===== config.mk =====
export PLATFORM = sky130hd
export DESIGN_NAME = vga_fb_arbiter_flat
export DESIGN_NICKNAME = d
export VERILOG_FILES = /design/src/rtl/vga_types.sv /design/src/rtl/vga_fb_arbiter_if.sv /design/src/rtl/vga_fb_addr_gen.sv /design/src/rtl/vga_fb_arbiter.sv /design/src/flat_wrapper.sv
export SDC_FILE = /design/constraint.sdc
export NUM_CORES = 1
export LEC_CHECK = 0
export ABC_AREA = 1
export BUFFER_PORTS_ARGS = -buffer_cell sky130_fd_sc_hd__buf_2
export CAP_MARGIN = 10
export CORE_MARGIN = 2
export CORE_UTILIZATION = 54
export CTS_CLUSTER_DIAMETER = 200
export DETAILED_ROUTE_END_ITERATION = 16
export GPL_ROUTABILITY_DRIVEN = 0
export PLACE_DENSITY = 0.86
export SLEW_MARGIN = 30
export SYNTH_ARGS = -nofsm -noshare
export SYNTH_HDL_FRONTEND = slang
export SYNTH_SLANG_ARGS = --single-unit

===== constraint.sdc =====
create_clock -name i_clk -period 6.1 [get_ports i_clk]
set_clock_uncertainty 0.1 [all_clocks]
set_input_delay 1.22 -clock i_clk [delete_from_list [all_inputs] [get_ports i_clk]]
set_output_delay 1.22 -clock i_clk [all_outputs]
set_load 0.1 [all_outputs]

===== src/rtl/vga_types.sv =====
// rtl/vga_types.sv - shared pixel and arbiter state types for the VGA framebuffer path
package vga_types;

    localparam int FB_PIX_W = 12;

    // Packed {r, g, b}, 4 bits per channel.
    typedef logic [FB_PIX_W-1:0] fb_pix_t;

    typedef enum logic [1:0] {
        IDLE  = 2'd0,
        FILL  = 2'd1,
        DRAIN = 2'd2
    } arb_state_t;

endpackage


===== src/rtl/vga_fb_arbiter_if.sv =====
// rtl/vga_fb_arbiter_if.sv - host pixel-write port of the framebuffer arbiter
interface vga_fb_arbiter_if #(
    parameter int WIDTH  = 640,
    parameter int HEIGHT = 480,
    parameter int PIX_W  = 12
) ();

    localparam int XW = $clog2(WIDTH);
    localparam int YW = $clog2(HEIGHT);

    logic             i_wr_valid;
    logic             o_wr_ready;
    logic [XW-1:0]    i_wr_x;
    logic [YW-1:0]    i_wr_y;
    logic [PIX_W-1:0] i_wr_data;

    modport master (
        output i_wr_valid, i_wr_x, i_wr_y, i_wr_data,
        input  o_wr_ready
    );

    modport slave (
        input  i_wr_valid, i_wr_x, i_wr_y, i_wr_data,
        output o_wr_ready
    );

endinterface


===== src/rtl/vga_fb_addr_gen.sv =====
// rtl/vga_fb_addr_gen.sv - registered row*WIDTH + col address generator with row latch and column counter
module vga_fb_addr_gen #(
    parameter int WIDTH  = 640,
    parameter int HEIGHT = 480,
    localparam int XW     = $clog2(WIDTH),
    localparam int YW     = $clog2(HEIGHT),
    localparam int ADDR_W = $clog2(WIDTH * HEIGHT)
) (
    input  logic              i_clk,
    input  logic              i_rst,
    input  logic              i_load,
    input  logic [YW-1:0]     i_load_row,
    input  logic [XW-1:0]     i_load_col,
    input  logic              i_step,
    output logic [XW-1:0]     o_col,
    output logic [ADDR_W-1:0] o_addr
);

    logic [YW-1:0]     row_d, row_q;
    logic [XW-1:0]     col_d, col_q;
    logic [ADDR_W-1:0] addr_d, addr_q;

    // Load wins over step; the address is formed from the next row/col so it lines up with them.
    always_comb begin
        row_d = row_q;
        col_d = col_q;
        if (i_load) begin
            row_d = i_load_row;
            col_d = i_load_col;
        end else if (i_step) begin
            col_d = col_q + XW'(1);
        end
        addr_d = ADDR_W'(row_d) * ADDR_W'(WIDTH) + ADDR_W'(col_d);
    end

    // Row, column and address registers.
    always_ff @(posedge i_clk) begin
        if (i_rst) begin
            row_q  <= '0;
            col_q  <= '0;
            addr_q <= '0;
        end else begin
            row_q  <= row_d;
            col_q  <= col_d;
            addr_q <= addr_d;
        end
    end

    assign o_col  = col_q;
    assign o_addr = addr_q;

endmodule


===== src/rtl/vga_fb_arbiter.sv =====
// rtl/vga_fb_arbiter.sv - single-port framebuffer arbiter: line prefetch into ping-pong buffer over host writes
module vga_fb_arbiter
    import vga_types::*;
#(
    parameter int WIDTH  = 640,
    parameter int HEIGHT = 480,
    parameter int PIX_W  = 12,
    localparam int XW     = $clog2(WIDTH),
    localparam int YW     = $clog2(HEIGHT),
    localparam int ADDR_W = $clog2(WIDTH * HEIGHT)
) (
    input  logic              i_clk,
    input  logic              i_rst,
    input  logic              i_new_line,
    input  logic              i_fill_en,
    input  logic [YW-1:0]     i_fill_row,
    vga_fb_arbiter_if.slave   wr,
    output logic              o_ram_en,
    output logic              o_ram_we,
    output logic [ADDR_W-1:0] o_ram_addr,
    output logic [PIX_W-1:0]  o_ram_wdata,
    input  logic [PIX_W-1:0]  i_ram_rdata,
    output logic              o_lb_we,
    output logic              o_lb_bank,
    output logic [XW-1:0]     o_lb_addr,
    output logic [PIX_W-1:0]  o_lb_data,
    output logic              o_busy,
    output logic              o_underrun
);

    arb_state_t state_d, state_q;

    logic             request;
    logic             last_col;
    logic             wr_ready;
    logic             accept;

    logic             gen_load;
    logic [YW-1:0]    gen_load_row;
    logic [XW-1:0]    gen_load_col;
    logic             gen_step;
    logic [XW-1:0]    gen_col;

    logic             ram_en_d, ram_en_q;
    logic             ram_we_d, ram_we_q;
    logic [PIX_W-1:0] ram_wdata_d, ram_wdata_q;
    logic             fill_bank_d, fill_bank_q;
    logic             lb_we_d, lb_we_q;
    logic [XW-1:0]    lb_addr_d, lb_addr_q;
    logic             lb_bank_d, lb_bank_q;
    logic             underrun_d, underrun_q;

    assign request  = i_new_line & i_fill_en;
    assign last_col = (gen_col == XW'(WIDTH - 1));

    // State register.
    always_ff @(posedge i_clk) begin
        if (i_rst) begin
            state_q <= IDLE;
        end else begin
            state_q <= state_d;
        end
    end

    // Next state: a fill request restarts FILL from any state.
    always_comb begin
        state_d = state_q;
        if (request) begin
            state_d = FILL;
        end else begin
            case (state_q)
                IDLE:    state_d = IDLE;
                FILL:    state_d = last_col ? DRAIN : FILL;
                DRAIN:   state_d = IDLE;
                default: state_d = IDLE;
            endcase
        end
    end

    // Outputs: host handshake, address generator control and next values of the registered strobes.
    always_comb begin
        wr_ready     = (state_q == IDLE) & ~request & ~i_rst;
        accept       = wr.i_wr_valid & wr_ready;

        gen_load     = request | accept;
        gen_load_row = request ? i_fill_row : wr.i_wr_y;
        gen_load_col = request ? '0 : wr.i_wr_x;
        gen_step     = (state_q == FILL) & ~last_col & ~request;

        ram_en_d     = accept | (state_d == FILL);
        ram_we_d     = accept;
        ram_wdata_d  = accept ? wr.i_wr_data : ram_wdata_q;

        fill_bank_d  = fill_bank_q ^ request;
        underrun_d   = underrun_q | (request & (state_q != IDLE));

        // The read on the bus this cycle lands next cycle, tagged with the bank it was issued for.
        lb_we_d      = ram_en_q & ~ram_we_q;
        lb_addr_d    = gen_col;
        lb_bank_d    = fill_bank_q;
    end

    // Registered RAM and line-buffer outputs plus bank and underrun state.
    always_ff @(posedge i_clk) begin
        if (i_rst) begin
            ram_en_q    <= 1'b0;
            ram_we_q    <= 1'b0;
            ram_wdata_q <= '0;
            fill_bank_q <= 1'b0;
            underrun_q  <= 1'b0;
            lb_we_q     <= 1'b0;
            lb_addr_q   <= '0;
            lb_bank_q   <= 1'b0;
        end else begin
            ram_en_q    <= ram_en_d;
            ram_we_q    <= ram_we_d;
            ram_wdata_q <= ram_wdata_d;
            fill_bank_q <= fill_bank_d;
            underrun_q  <= underrun_d;
            lb_we_q     <= lb_we_d;
            lb_addr_q   <= lb_addr_d;
            lb_bank_q   <= lb_bank_d;
        end
    end

    vga_fb_addr_gen #(
        .WIDTH  (WIDTH),
        .HEIGHT (HEIGHT)
    ) u_addr_gen (
        .i_clk      (i_clk),
        .i_rst      (i_rst),
        .i_load     (gen_load),
        .i_load_row (gen_load_row),
        .i_load_col (gen_load_col),
        .i_step     (gen_step),
        .o_col      (gen_col),
        .o_addr     (o_ram_addr)
    );

    assign wr.o_wr_ready = wr_ready;
    assign o_ram_en      = ram_en_q;
    assign o_ram_we      = ram_we_q;
    assign o_ram_wdata   = ram_wdata_q;
    assign o_lb_we       = lb_we_q;
    assign o_lb_addr     = lb_addr_q;
    assign o_lb_bank     = lb_bank_q;
    assign o_lb_data     = i_ram_rdata;
    assign o_busy        = (state_q != IDLE);
    assign o_underrun    = underrun_q;

endmodule


===== src/flat_wrapper.sv =====
// flat-port wrapper written by rule: the top's interface ports become plain ports
module vga_fb_arbiter_flat import vga_types::*;
#(
    parameter int WIDTH  = 640,
    parameter int HEIGHT = 480,
    parameter int PIX_W  = 12,
    localparam int XW     = $clog2(WIDTH),
    localparam int YW     = $clog2(HEIGHT),
    localparam int ADDR_W = $clog2(WIDTH * HEIGHT)
)
  (i_clk, i_rst, i_new_line, i_fill_en, i_fill_row, o_ram_en, o_ram_we, o_ram_addr, o_ram_wdata, i_ram_rdata, o_lb_we, o_lb_bank, o_lb_addr, o_lb_data, o_busy, o_underrun, wr_i_wr_valid, wr_i_wr_x, wr_i_wr_y, wr_i_wr_data, wr_o_wr_ready);
  vga_fb_arbiter_if #(.WIDTH(WIDTH), .HEIGHT(HEIGHT), .PIX_W(PIX_W)) wr_i ();
  input  logic i_clk;
  input  logic i_rst;
  input  logic i_new_line;
  input  logic i_fill_en;
  input  logic [YW-1:0] i_fill_row;
  output logic o_ram_en;
  output logic o_ram_we;
  output logic [ADDR_W-1:0] o_ram_addr;
  output logic [PIX_W-1:0] o_ram_wdata;
  input  logic [PIX_W-1:0] i_ram_rdata;
  output logic o_lb_we;
  output logic o_lb_bank;
  output logic [XW-1:0] o_lb_addr;
  output logic [PIX_W-1:0] o_lb_data;
  output logic o_busy;
  output logic o_underrun;
  input wire logic [$bits(wr_i.i_wr_valid)-1:0] wr_i_wr_valid;
  input wire logic [$bits(wr_i.i_wr_x)-1:0] wr_i_wr_x;
  input wire logic [$bits(wr_i.i_wr_y)-1:0] wr_i_wr_y;
  input wire logic [$bits(wr_i.i_wr_data)-1:0] wr_i_wr_data;
  output wire logic [$bits(wr_i.o_wr_ready)-1:0] wr_o_wr_ready;
  assign wr_i.i_wr_valid = wr_i_wr_valid;
  assign wr_i.i_wr_x = wr_i_wr_x;
  assign wr_i.i_wr_y = wr_i_wr_y;
  assign wr_i.i_wr_data = wr_i_wr_data;
  assign wr_o_wr_ready = wr_i.o_wr_ready;
  vga_fb_arbiter #(.WIDTH(WIDTH), .HEIGHT(HEIGHT), .PIX_W(PIX_W)) u_core (.i_clk(i_clk), .i_rst(i_rst), .i_new_line(i_new_line), .i_fill_en(i_fill_en), .i_fill_row(i_fill_row), .wr(wr_i), .o_ram_en(o_ram_en), .o_ram_we(o_ram_we), .o_ram_addr(o_ram_addr), .o_ram_wdata(o_ram_wdata), .i_ram_rdata(i_ram_rdata), .o_lb_we(o_lb_we), .o_lb_bank(o_lb_bank), .o_lb_addr(o_lb_addr), .o_lb_data(o_lb_data), .o_busy(o_busy), .o_underrun(o_underrun));
endmodule

Word-level counts from Yosys, hierarchy flattened
Index checks and enable logic that the tools add are counted.
- flip-flop bits (word level): 68
- input bits: 57
- output and inout bits: 60
- word-level logic and storage cells: 44
- $add $sub $neg: 2
- multipliers: 1
- equal/unequal tests: 3
- multiplexer cells: 8
- bitwise logic cells: 16
- reduce and logical (&&, ||, !) cells: 2
- operators with widths (cell ; count):
    $mux W10 ; 3
    $add A19 B10 Y19 ; 1
    $mux W9 ; 2
    $mul A9 B3 Y12 const B ; 1
    $add A10 B1 Y10 const B ; 1
    $eq A10 B10 Y1 const B ; 1
    $and A1 B1 Y1 ; 8
    $mux W2 ; 3
    $eq A2 B1 Y1 const B ; 2
    $not A1 Y1 ; 4
    $or A1 B1 Y1 ; 3
    $logic_not A2 Y1 ; 1
    $reduce_bool A2 Y1 ; 1
    $xor A1 B1 Y1 ; 1

Logic depth before layout (Yosys ltp)
Gate-level depths: netlist of run 1.
- word-level depth: 9
- mapped depth: 26
- gate-level depth less buffers: 25

Modules after synthesis
Synthesis of run 1 repeated with hierarchy kept, for this count alone.
- cells, all modules: 475
- area, all modules: 3374.5 µm²
- modules (own cells, without submodules) (module ; times used ; cells an instance ; area an instance (µm²) ; seq. area each (µm²)):
    vga_fb_addr_gen ; 1 ; 285 ; 1991.9 ; 620.6
    vga_fb_arbiter ; 1 ; 190 ; 1382.6 ; 600.6

Worst setup path after synthesis of run 1
Ideal clock, no wire load.
- kind: input-to-reg
- from: input port i_rst
- to: register u_core.u_addr_gen.addr_q[14] (netlist: u_core.u_addr_gen.o_addr[14])
- setup time: 0.117 ns
- data arrival time: 4.243 ns
- data required time: 5.883 ns
- path slack: 1.640 ns
- stages on the path: 18
- path buffers: 2
- path through: buf_6 > inv_4 > nand2_4 > nor2_8 > nand2_4 > inv_1 > clkbuf_1 > a22oi_1 > nand2_1 > ha_1 > ha_1 > a21o_1 > a31oi_1 > xor2_1 > nor3_1 > nand2_1 > o21ai_1 > nor2_1
- cells in the longest elaborated chain, start to end: 7
- elaborated cells between the ends (all ways): 8
- ends and longest elaborated chain (element ; line ; text):
    start, declared ; flat_wrapper.sv:14 ; input logic i_rst;
    $not A1 Y1 ; vga_fb_arbiter.sv:82 ; wr_ready = (state_q == IDLE) & ~request & ~i_rst;
    $and A1 B1 Y1 ; vga_fb_arbiter.sv:82 ;
    named net wr_o_wr_ready ; flat_wrapper.sv:33 ; output wire logic [$bits(wr_i.o_wr_ready)-1:0] wr_o_wr_ready;
    $and A1 B1 Y1 ; vga_fb_arbiter.sv:83 ; accept = wr.i_wr_valid & wr_ready;
    $or A1 B1 Y1 ; vga_fb_arbiter.sv:85 ; gen_load = request | accept;
    $mux W9 ; vga_fb_addr_gen.sv:27 ; if (i_load) begin
    named net u_core.u_addr_gen.row_d[5] ; vga_fb_addr_gen.sv:19 ; logic [YW-1:0] row_d, row_q;
    $mul A9 B3 Y12 ; vga_fb_addr_gen.sv:33 ; addr_d = ADDR_W'(row_d) * ADDR_W'(WIDTH) + ADDR_W'(col_d);
    $add A19 B10 Y19 ; vga_fb_addr_gen.sv:33 ;
    end signal, assigned ; vga_fb_addr_gen.sv:45 ; addr_q <= addr_d;
    end, declared ; vga_fb_addr_gen.sv:21 ; logic [ADDR_W-1:0] addr_d, addr_q;
The timed path passes the listed nets, and every way through them passes these cells.
A chain may end at the register's enable or synchronous reset.

Final worst setup path of run 1
- from: input port i_new_line
- to: register u_core.u_addr_gen.addr_q[14] (netlist: u_core.u_addr_gen.o_addr[14])
- cells in the longest elaborated chain, start to end: 9
- elaborated cells between the ends (all ways): 14
- ends and longest elaborated chain (element ; line ; text):
    start, declared ; flat_wrapper.sv:15 ; input logic i_new_line;
    $and A1 B1 Y1 * ; vga_fb_arbiter.sv:53 ; assign request = i_new_line & i_fill_en;
    $not A1 Y1 ; vga_fb_arbiter.sv:82 ;
    $and A1 B1 Y1 (2 in series) ; vga_fb_arbiter.sv:82 ;
    $and A1 B1 Y1 ; vga_fb_arbiter.sv:83 ;
    $or A1 B1 Y1 ; vga_fb_arbiter.sv:85 ;
    $mux W9 * ; vga_fb_addr_gen.sv:27 ;
    named net u_core.u_addr_gen.row_d[5] ; vga_fb_addr_gen.sv:19 ;
    $mul A9 B3 Y12 * ; vga_fb_addr_gen.sv:33 ;
    $add A19 B10 Y19 * ; vga_fb_addr_gen.sv:33 ;
The timed path passes the listed nets; every way through them passes the cells marked *.

==> out/results.tsv, run 1 <==
metric	value	unit
yosysWarnings	0	
path_cells	buf_2 -> nand2_2 -> nand2_4 -> nor2_8 -> nand2_4 -> inv_1 -> a22oi_1 -> nand2_1 -> ha_1 -> ha_1 -> a21o_1 -> a31oi_1 -> xor2_1 -> nor3_1 -> nand2_1 -> o21ai_1 -> nor2_1	
row_count	28	
grt_pass1_wl	12380	um
max_clock_freq	207.6	MHz
synth_top_family_by_area	simple AND/OR/NAND/NOR gates	
dp_hpwl	5590	um
drtIter0Drc	195	
tns	0	ns
hold_violations	0	
areaGrowthSynthToFinish	18.06	%
syn-num-nets	498	
tightest_slew	0.6923	ns
synth.distinct_cells	49	
numCtsBuffers	9	
worstHoldStart	u_core.o_ram_en	
crit_family	simple AND/OR/NAND/NOR gates	
tritoncts	yes	
layout.nets	572	
vdd_ir_drop_max	0.2071	mV
vias	3009	
grt.total_usage	24.35	%
die_h	81.50	um
die_x	81.50	um
critPathArrivalTime	4.95	ns
fillers	477	
multi_input_area	0.001609	sq mm
ff2ff_path_depth	16	
slowest_stage	inv_1	
syn_avg_cell_area	7.631	sq um
grt_overflow	0	
cp_max_fo	23	
holdPathStages	2	
cp_data_required_time	6.23	ns
post_cts_resized	0	
final_util	65.44	%
grt_pass1_vias	2762	
end_kind	flop	
synth-compound-area-share	14.00	%
start_util	55.43	%
seq_area_frac_synth	37.65	%
slew_violations	0	
timing.critical_path.buf_inv	2	
yosys.area_share.simple	27.31	%
ant_nets	0	
drc	0	
dieArea	0.006641	sq mm
clkLatencyLatePin	0.35	ns
drt-vias-per-instance	5.197	
worst_hold_path_type	reg2reg	
worstSetupStartpointType	input pin	
clock-root-buffer	clkbuf_8	
post_cts.repair.setup_buffers	0	
period_minus_slack	4.817	ns
synthMuxAreaShare	0	%
first_pass_iters	5	
yosys_register_bits	61	
total_power	1.350	mW
grt_start_max_net_pins	45	
place_inst	563	
r2r_slack	2.17	ns
drt-total-wl	7655	um
finalCritPeriodShare	78.96	%
drive_gt1_share	28.57	%
maxSlewHeadroom	53.79	%
slowest_delay	0.55	ns
diodes	0	
syn_inst	425	
power.leakage	1.955	nW
worstReg2RegEnd	u_core.u_addr_gen.o_addr[14]	
antenna_found_initial	0	
maxCapViolations	0	
stdcell_count	579	
synth-xor-area-share	1.890	%
timing.rr.start	u_core.state_q[1]	
finalSetupViolCount	0	
detail_route.wl_per_cell	13.22	um
clkSinkCount	61	
regArea	0.001221	sq mm
core	0.005851	sq mm
io_pins	117	
holdBufCountCts	0	
clkTransAtPathRegs	0.07	ns
clk_path_buf_depth	2	
synthAdderAreaFrac	6.404	%
power_per_cell_area	352.7	mW/mm^2
critical_path_class	in2reg	
grt_setup_unrepaired	no	
port_buffers	92	
hold_end	u_core.o_lb_we	
htree_levels	3	
netlist_area	0.003243	sq mm
status	finished clean	
cells in the final DEF (no fill, tap or decap), types with 3 or more instances in the layout:
cell type | Yosys | final
a31oi_1 | 4 | 4
a21oi_1 | 40 | 40
buf_2 | 2 | 92
ha_1 | 15 | 15
xor2_1 | 6 | 6
nand3_1 | 13 | 13
nand3_2 | 4 | 4
nor3_1 | 4 | 4
clkbuf_8 | 0 | 10
o21ai_0 | 12 | 12
nand2_4 | 9 | 9
inv_1 | 49 | 49
nand2_2 | 5 | 5
nand2_1 | 69 | 69
inv_2 | 4 | 4
o22ai_1 | 3 | 3
nand4_1 | 5 | 5
dfxtp_1 | 61 | 61
nor2_2 | 3 | 3
nor2_1 | 59 | 59
through the flow:
stage | hold slack [ns] | cell area (sq um) | setup slack [ns]
final | 0.3442 | 3829 | 1.283
after floorplan | 0.3246 | 3243 | 1.640
after global routing | 0.3486 | 3829 | 1.009
after CTS | 0.3355 | 3829 | 1.389
after detailed placement | 0.3244 | 3603 | 1.035
after global placement | 0.3203 | 3603 | 1.308
synth_stat cells, drive strengths merged:
cell type	instances	area share [%]
a21o	1	0.23
a21boi	1	0.23
or2	2	0.39
nor2	64	8.4
and2	1	0.19
nor3	5	0.93
a211oi	1	0.23
ha	15	5.8
o21bai	2	0.58
o211ai	1	0.23
a31oi	4	0.77
a32o	1	0.31
nand4	5	0.96
xor2	6	1.6
a22oi	2	0.46
nand2	83	12
o21a	1	0.23
o21ai	15	2.4
buf	24	5.5
fa	1	0.62
xnor2	1	0.27
a32oi	2	0.54
o22ai	3	0.58
dfxtp	61	38
a221oi	1	0.27
nand3	18	3.8
inv	55	6.5
a21oi	41	6.7
clkbuf	6	0.69
o31ai	1	0.23
nand3b	1	0.62
final cells by class:
cell class	instances	share of cell area, %
multi-input combinational	279	42.03
tap	75	2.451
clock buffer	11	3.693
timing repair buffer	93	12.22
sequential	61	31.90
inverter	55	5.523
clock inverter	5	2.190
state kept, by name, indices dropped and copies added, names as in the netlist:
register and flops:
u_core.o_ram_en 1, u_core.fill_bank_q 1, u_core.o_lb_addr 10, u_core.o_lb_we 1, u_core.o_underrun 1, u_core.u_addr_gen.row_q 9
u_core.o_lb_bank 1, u_core.u_addr_gen.o_addr 12, u_core.state_q 2, u_core.o_ram_wdata 12, u_core.u_addr_gen.o_col 10, u_core.o_ram_we 1
kinds of logic (layout without fill, tap and decap cells):
kind of cell	Yosys count	in the layout
AO/OA/AOI/OAI	77	77
XOR/XNOR	7	7
adder cells (fa/ha/maj)	16	16
buffers and inverters	85	164
flip-flops	61	61
AND/OR/NAND/NOR	179	179
report_power, final:
part	total (mW)	internal [mW]	switching, mW
clock network	0.406	0.242	0.165
registers	0.447	0.434	0.0135
logic	0.497	0.108	0.389
worst register-to-register path, cell delays in order, from the launching register on:
cell and delay, ns:
dfxtp_1 0.30, inv_1 0.07, nand2_2 0.11, nor2_8 0.14
nand2_4 0.14, inv_1 0.56, a22oi_1 0.19, nand2_1 0.16
ha_1 0.26, ha_1 0.40, a21o_1 0.22, a31oi_1 0.18
xor2_1 0.16, nor3_1 0.50, nand2_1 0.13, o21ai_1 0.15
nor2_1 0.06
routing by layer:
layer / global-route usage [%] / share of wire (%) / routed length (um) / vias up
met2: 40.66 / 48 / 3660 / 111
met1: 29.35 / 42 / 3252 / 1370
li1: - / - / - / 1502
met4: 10.85 / 2.4 / 187 / 0
met5: 0 / 0 / 0 / -
met3: 6.484 / 7.3 / 555 / 26
worst max-delay path by stage:
| stage | cells after the start | from | endpoint | slack (ns) |
|---|---|---|---|---|
| finish | 17 | i_new_line | u_core.u_addr_gen.o_addr[14] | 1.28 |
| global route | 18 | i_new_line | u_core.u_addr_gen.o_addr[16] | 1.01 |
| CTS | 17 | i_new_line | u_core.u_addr_gen.o_addr[14] | 1.39 |
| detailed placement | 17 | i_new_line | u_core.u_addr_gen.o_addr[14] | 1.04 |
| global placement | 17 | i_new_line | u_core.u_addr_gen.o_addr[14] | 1.31 |
| floorplan | 18 | i_rst | u_core.u_addr_gen.o_addr[14] | 1.64 |
No activity file was read; power rests on OpenSTA's default activity.
==> run 2, diff against run 1 <==
--- a/config.mk
+++ b/config.mk
@@ -9,11 +9,11 @@
 export BUFFER_PORTS_ARGS = -buffer_cell sky130_fd_sc_hd__buf_2
 export CAP_MARGIN = 10
 export CORE_MARGIN = 2
-export CORE_UTILIZATION = 54
+export CORE_UTILIZATION = 45
 export CTS_CLUSTER_DIAMETER = 200
 export DETAILED_ROUTE_END_ITERATION = 16
 export GPL_ROUTABILITY_DRIVEN = 0
-export PLACE_DENSITY = 0.86
+export PLACE_DENSITY = 0.76
 export SLEW_MARGIN = 30
 export SYNTH_ARGS = -nofsm -noshare
 export SYNTH_HDL_FRONTEND = slang
==> constraint.sdc (replaced) <==
create_clock -name i_clk -period 4.3 [get_ports i_clk]
set_clock_uncertainty 0.1 [all_clocks]
set_input_delay 0.86 -clock i_clk [delete_from_list [all_inputs] [get_ports i_clk]]
set_output_delay 0.86 -clock i_clk [all_outputs]
set_load 0.1 [all_outputs]
==> run 2 against run 1 <==
Net effect:
- clock-buffer cell count is the same
- power rose by 41%
- utilization decreased by 9.0 points
- critical endpoint unchanged
==> out/results.tsv, run 2 (synthesis results as in run 1) <==
metric	value	unit	change
fillers	667		was 477
max_clock_freq	262.7	MHz	
maxCapViolations	0		unchanged
row_count	30		was 28
status	finished clean		unchanged
drc	0		unchanged
maxSlewHeadroom	67.25	%	was 53.79%
grt.total_usage	20.61	%	was 24.35%
grt_setup_unrepaired	no		unchanged
period_minus_slack	3.806	ns	
tightest_slew	0.4861	ns	was 0.6923 ns
antenna_found_initial	0		unchanged
clkLatencyLatePin	0.35	ns	about the same
p_int	1.109	mW	was 783.0 uW
grt_start_max_net_pins	45		unchanged
drt-total-wl	7601	um	was 7655 um
end_kind	flop		unchanged
p_switching	795.4	uW	was 567.3 uW
grt_overflow	0		unchanged
numCtsBuffers	9		unchanged
detail_route.wl_per_cell	12.61	um	was 13.22 um
vdd_ir_drop_max	0.2154	mV	was 0.2071 mV
clk_path_buf_depth	2		unchanged
drt-vias-per-instance	4.940		was 5.197
dp_hpwl	5700	um	was 5590 um
p_sw_share	41.77	%	was 42.01%
post_cts.repair.setup_buffers	0		unchanged
cp_data_required_time	4.43	ns	was 6.23 ns
io_pins	117		unchanged
areaGrowthSynthToFinish	19.60	%	was 18.06%
slew_violations	0		unchanged
drtIter0Drc	188		was 195
power_frac_clock	29.4	%	was 30.1%
holdBufCountCts	0		unchanged
first_pass_iters	4		was 5
critPathArrivalTime	3.94	ns	was 4.95 ns
power.leakage	1.974	nW	was 1.955 nW
layout_commonest_cell	buf_2		unchanged
dieArea	0.007902	sq mm	was 0.006641 sq mm
clkTransAtPathRegs	0.06	ns	was 0.07 ns
power_per_cell_area	490.9	mW/mm^2	was 352.7 mW/mm^2
cp_max_fo	12		was 23
critical_path_class	in2reg		unchanged
grt_pass1_vias	2835		was 2,762
diodes	0		unchanged
ant_nets	0		unchanged
clkSinkCount	61		unchanged
die_x	88.90	um	was 81.50 um
core	0.006869	sq mm	was 0.005851 sq mm
finalSetupViolCount	0		unchanged
grt_pass1_wl	12500	um	was 12,380 um
layout.nets	576		was 572
clock-root-buffer	clkbuf_8		unchanged
seqPwrFrac	33.3	%	was 33.1%
post_cts_resized	0		unchanged
die_h	88.90	um	was 81.50 um
finalCritPeriodShare	88.52	%	
tritoncts	yes		unchanged
hold_violations	0		unchanged
drive_gt1_share	29.19	%	was 28.57%
tns	0	ns	unchanged
place_inst	588		was 563
htree_levels	3		unchanged
worst_hold_path_type	reg2reg		unchanged
vias	2979		was 3,009
final_cell_mix	buf_2, nand2_1, dfxtp_1		unchanged
stdcell_count	603		was 579
start_util	47.21	%	was 55.43%
power_frac_comb	37.3	%	was 36.8%
worstSetupStartpointType	input pin		unchanged
port_buffers	92		unchanged
[run 2: cell count changes in the layout (fill, tap and decap cells not counted)]
cell	previous run	this run
buf_4	1	5
clkinv_2	0	1
clkinv_4	1	0
clkinvlp_4	2	1
nor3_1	4	3
nor3_2	1	2
[run 2: path summary, 6_finish.rpt]
kind	start	to	slack [ns]	depth (start not counted)
worst max-delay path	i_rst	u_core.u_addr_gen.o_addr[14]	0.49	17
worst min-delay path	u_core.o_ram_we	u_core.o_lb_we	0.31	1
worst max register to register	u_core.state_q[1]	u_core.u_addr_gen.o_addr[14]	0.86	16
worst min register to register	u_core.o_ram_we	u_core.o_lb_we	0.31	1
[run 2: power by group through the flow]
| stage | registers (mW) | clock network (mW) | logic (mW) |
|---|---|---|---|
| 4_1_cts | 0.635 | 0.569 | 0.706 |
| 3_3_place_gp | 0.646 | 0 | 0.690 |
| 5_1_grt | 0.640 | 0.597 | 0.764 |
| 3_5_place_dp | 0.647 | 0 | 0.702 |
| 2_1_floorplan | 0.897 | 0 | 0.388 |
| 6_report | 0.635 | 0.559 | 0.710 |
[run 2: critical path, cell delays in order]
cell,delay [ns]
buf_2,0.12
inv_4,0.14
nand2_4,0.09
nor2_8,0.11
nand2_4,0.07
nand2_4,0.14
o21ai_0,0.11
o21ai_0,0.15
inv_1,0.11
ha_1,0.31
ha_1,0.39
a21o_1,0.23
a31oi_1,0.17
xor2_1,0.41
nor3_2,0.15
a21boi_0,0.29
nor2_1,0.08
[run 2: per-stage QoR]
step                      hold WS [ns]  setup WS (ns)  area (sq um)  power (mW)  utilization (%)
after detailed placement        0.3004         0.1469          3660       1.349            53.28
after global placement          0.2947         0.3546          3660       1.337            53.28
final                           0.3114         0.4938          3879       1.904            56.47
after CTS                       0.3143         0.4996          3874       1.909            56.39
after floorplan                 0.3246         0.1996          3243       1.286                -
after global routing            0.3249         0.1500          3879       2.001            56.47
[run 2: layout make-up]
class	count	area (sq um)	area share, %
flip-flops and latches	61	1221	31.48
repair buffers	97	498.0	12.84
inverters	55	211.5	5.452
well taps	96	120.1	3.097
multi-input cells	279	1614	41.61
clock buffers	11	141.4	3.645
clock inverters	4	72.57	1.871
[run 2: routing by layer]
layer	vias up	global-route usage (%)	share of wire [%]
met1	1342	24.93	44
met4	0	12.95	3.1
met3	23	5.171	7.4
li1	1505	-	-
met2	109	32.77	46
met5	-	0	0
==> run 3, diff against run 2 <==
--- a/config.mk
+++ b/config.mk
@@ -14,6 +14,7 @@
 export DETAILED_ROUTE_END_ITERATION = 16
 export GPL_ROUTABILITY_DRIVEN = 0
 export PLACE_DENSITY = 0.76
+export RECOVER_POWER = 100
 export SLEW_MARGIN = 30
 export SYNTH_ARGS = -nofsm -noshare
 export SYNTH_HDL_FRONTEND = slang
==> run 3 against run 2 <==
Net effect:
- the flow now finishes with violations (capacitance limit, slew limit)
- sequential cell count stayed put
- utilization is 1.7 points lower
- setup slack worse by 0.16 ns
- clock-buffer cell count stayed put
- via count is 0.10% higher
- critical path depth is 4 higher
- critical path type unchanged
- non-clock buffer count stayed put
- first-iteration DRC count is 21% lower
- final cell count stayed put
- critical endpoint is now u_core.u_addr_gen.o_addr[18]
- wire length is 0.78% higher
==> out/results.tsv, run 3 (synthesis results as in run 1) <==
metric	value	unit	change
drc	0		unchanged
port_buffers	92		unchanged
regArea	0.001221	sq mm	unchanged
drt-total-wl	7660	um	was 7601 um
setup_slack	0.3354	ns	was 0.4938 ns
multi_input_area	0.001569	sq mm	was 0.001614 sq mm
period_minus_slack	3.965	ns	was 3.806 ns
p_switching	791.9	uW	was 795.4 uW
holdBufCountCts	0		unchanged
power.leakage	1.758	nW	was 1.974 nW
fillers	703		was 667
violations	capacitance limit, slew limit		
timing.hold.ws	0.3133	ns	was 0.3114 ns
row_count	30		unchanged
dp_slack	0.1469	ns	unchanged
path_cells	clkbuf_1 -> inv_4 -> nand2_1 -> nor2_8 -> nand2_4 -> nand2_4 -> o21ai_0 -> o21ai_0 -> inv_1 -> ha_1 -> ha_1 -> a21o_1 -> nand2_1 -> nand3_1 -> nand2_1 -> nand2_1 -> a21oi_1 -> xor2_1 -> nor2_1 -> nand3_1 -> a21oi_1		was buf_2 -> inv_4 -> nand2_4 -> nor2_8 -> nand2_4 -> nand2_4 -> o21ai_0 -> o21ai_0 -> inv_1 -> ha_1 -> ha_1 -> a21o_1 -> a31oi_1 -> xor2_1 -> nor3_2 -> a21boi_0 -> nor2_1
finalSetupViolCount	0		unchanged
clkLatencyLatePin	0.34	ns	was 0.35 ns
post_cts.repair.setup_buffers	0		unchanged
maxCapViolations	1		was 0
antenna_found_initial	0		unchanged
die_h	88.90	um	unchanged
grt_start_max_net_pins	45		unchanged
cp_data_required_time	4.33	ns	was 4.43 ns
seqPwrFrac	33.7	%	was 33.3%
drtIter0Drc	148		was 188
tightest_slew	2.015	ns	was 0.4861 ns
cp_common_cell	nand2_1		was nand2_4
layout.nets	576		unchanged
grt_pass1_vias	2835		unchanged
slowest_delay	0.39	ns	was 0.41 ns
max_clock_freq	252.2	MHz	was 262.7 MHz
clkSinkCount	61		unchanged
grt_overflow	0		unchanged
slowest_stage	ha_1		was xor2_1
power_frac_comb	36.7	%	was 37.3%
p_sw_share	41.99	%	was 41.77%
tns	0	ns	unchanged
worstSetupStartpointType	input pin		unchanged
grt_setup_unrepaired	no		unchanged
clk_path_buf_depth	2		unchanged
diodes	0		unchanged
hold_violations	0		unchanged
timing.critical_path.buf_inv	3		unchanged
crit_family	simple AND/OR/NAND/NOR gates		was compound AO/OA/AOI/OAI gates
start_util	47.21	%	unchanged
post_cts_resized	0		unchanged
worst_hold_path_type	reg2reg		unchanged
dp_hpwl	5700	um	unchanged
ant_nets	0		unchanged
critical_path_class	in2reg		unchanged
power_frac_clock	29.6	%	was 29.4%
slew_violations	45		was 0
grt_pass1_wl	12500	um	unchanged
vias	2982		was 2,979
io_pins	117		unchanged
tritoncts	yes		unchanged
htree_levels	3		unchanged
areaGrowthSynthToFinish	16.09	%	was 19.60%
detail_route.wl_per_cell	12.70	um	was 12.61 um
status	finished with violations		was finished clean
clock-root-buffer	clkbuf_8		unchanged
numCtsBuffers	9		unchanged
maxSlewHeadroom	-34.30	%	was 67.25%
die_x	88.90	um	unchanged
total_power	1.886	mW	was 1.904 mW
r2r_slack	0.79	ns	was 0.86 ns
clkTransAtPathRegs	0.06	ns	about the same
final_cell_mix	nand2_1, nor2_1, dfxtp_1		was buf_2, nand2_1, dfxtp_1
finalCritPeriodShare	92.20	%	was 88.52%
dieArea	0.007902	sq mm	unchanged
grt.total_usage	20.61	%	unchanged
p_int	1.094	mW	was 1.109 mW
cp_max_fo	12		unchanged
vdd_ir_drop_max	0.2145	mV	was 0.2154 mV
power_per_cell_area	501.0	mW/mm^2	was 490.9 mW/mm^2
core	0.006869	sq mm	unchanged
critPathArrivalTime	3.99	ns	was 3.94 ns
final_util	54.81	%	was 56.47%
first_pass_iters	5		was 4
drive_gt1_share	17.75	%	was 29.19%
layout_commonest_cell	nand2_1		was buf_2
end_kind	flop		unchanged
drt-vias-per-instance	4.945		was 4.940
==> run 3: changes by cell type in the layout (fill, tap and decap cells not counted), moves of 2 or more <==
cell and change:
buf_2 -49, buf_4 -2, clkbuf_1 +51, nand2_1 +3, nand2_4 -3, nor2_1 +2
==> run 3: power groups by stage <==
| stage | sequential (mW) | clock [mW] | combinational [mW] |
|---|---|---|---|
| 2_1_floorplan | 0.897 | 0 | 0.388 |
| 6_report | 0.636 | 0.558 | 0.692 |
| 3_5_place_dp | 0.647 | 0 | 0.702 |
| 3_3_place_gp | 0.646 | 0 | 0.690 |
| 5_1_grt | 0.641 | 0.597 | 0.745 |
| 4_1_cts | 0.635 | 0.569 | 0.706 |
==> run 3: through the flow <==
stage / cell area, sq um / instances
after global placement: 3660 / 588
after detailed placement: 3660 / 588
after CTS: 3874 / 603
after global routing: 3765 / 603
after floorplan: 3243 / 425
final: 3765 / 603
==> run 3: path summary, 6_finish.rpt <==
| kind | start | to | cells after the start |
|---|---|---|---|
| hold / removal | u_core.o_ram_we | u_core.o_lb_we | 1 |
| setup reg to reg | u_core.state_q[1] | u_core.u_addr_gen.o_addr[18] | 20 |
| setup / recovery | i_rst | u_core.u_addr_gen.o_addr[18] | 21 |
| hold reg to reg | u_core.o_ram_we | u_core.o_lb_we | 1 |
==> run 3: cell type report <==
cell class	instances	area share (%)
Inverter	55	5.616
Clock buffer	11	3.755
Clock inverter	4	1.928
Multi-Input combinational cell	279	41.67
Tap cell	96	3.190
Timing Repair Buffer	97	11.40
Sequential cell	61	32.44
==> run 3: worst reg2reg max path, cell delays in order, from the launching register on <==
cell     delay [ns]
dfxtp_1        0.30
inv_1          0.07
nand2_2        0.10
nor2_8         0.15
nand2_4        0.08
nand2_4        0.14
o21ai_0        0.11
o21ai_0        0.14
inv_1          0.11
ha_1           0.31
ha_1           0.39
a21o_1         0.23
nand2_1        0.06
nand3_1        0.13
nand2_1        0.09
nand2_1        0.05
a21oi_1        0.17
xor2_1         0.34
nor2_1         0.08
nand3_1        0.08
a21oi_1        0.07
==> run 3: layer usage <==
| layer | vias to the layer above | GRT usage, % | routed length (um) |
|---|---|---|---|
| met5 | - | 0 | 0 |
| met4 | 0 | 12.95 | 238 |
| met3 | 23 | 5.171 | 562 |
| met2 | 113 | 32.77 | 3492 |
| met1 | 1339 | 24.93 | 3367 |
| li1 | 1507 | - | - |
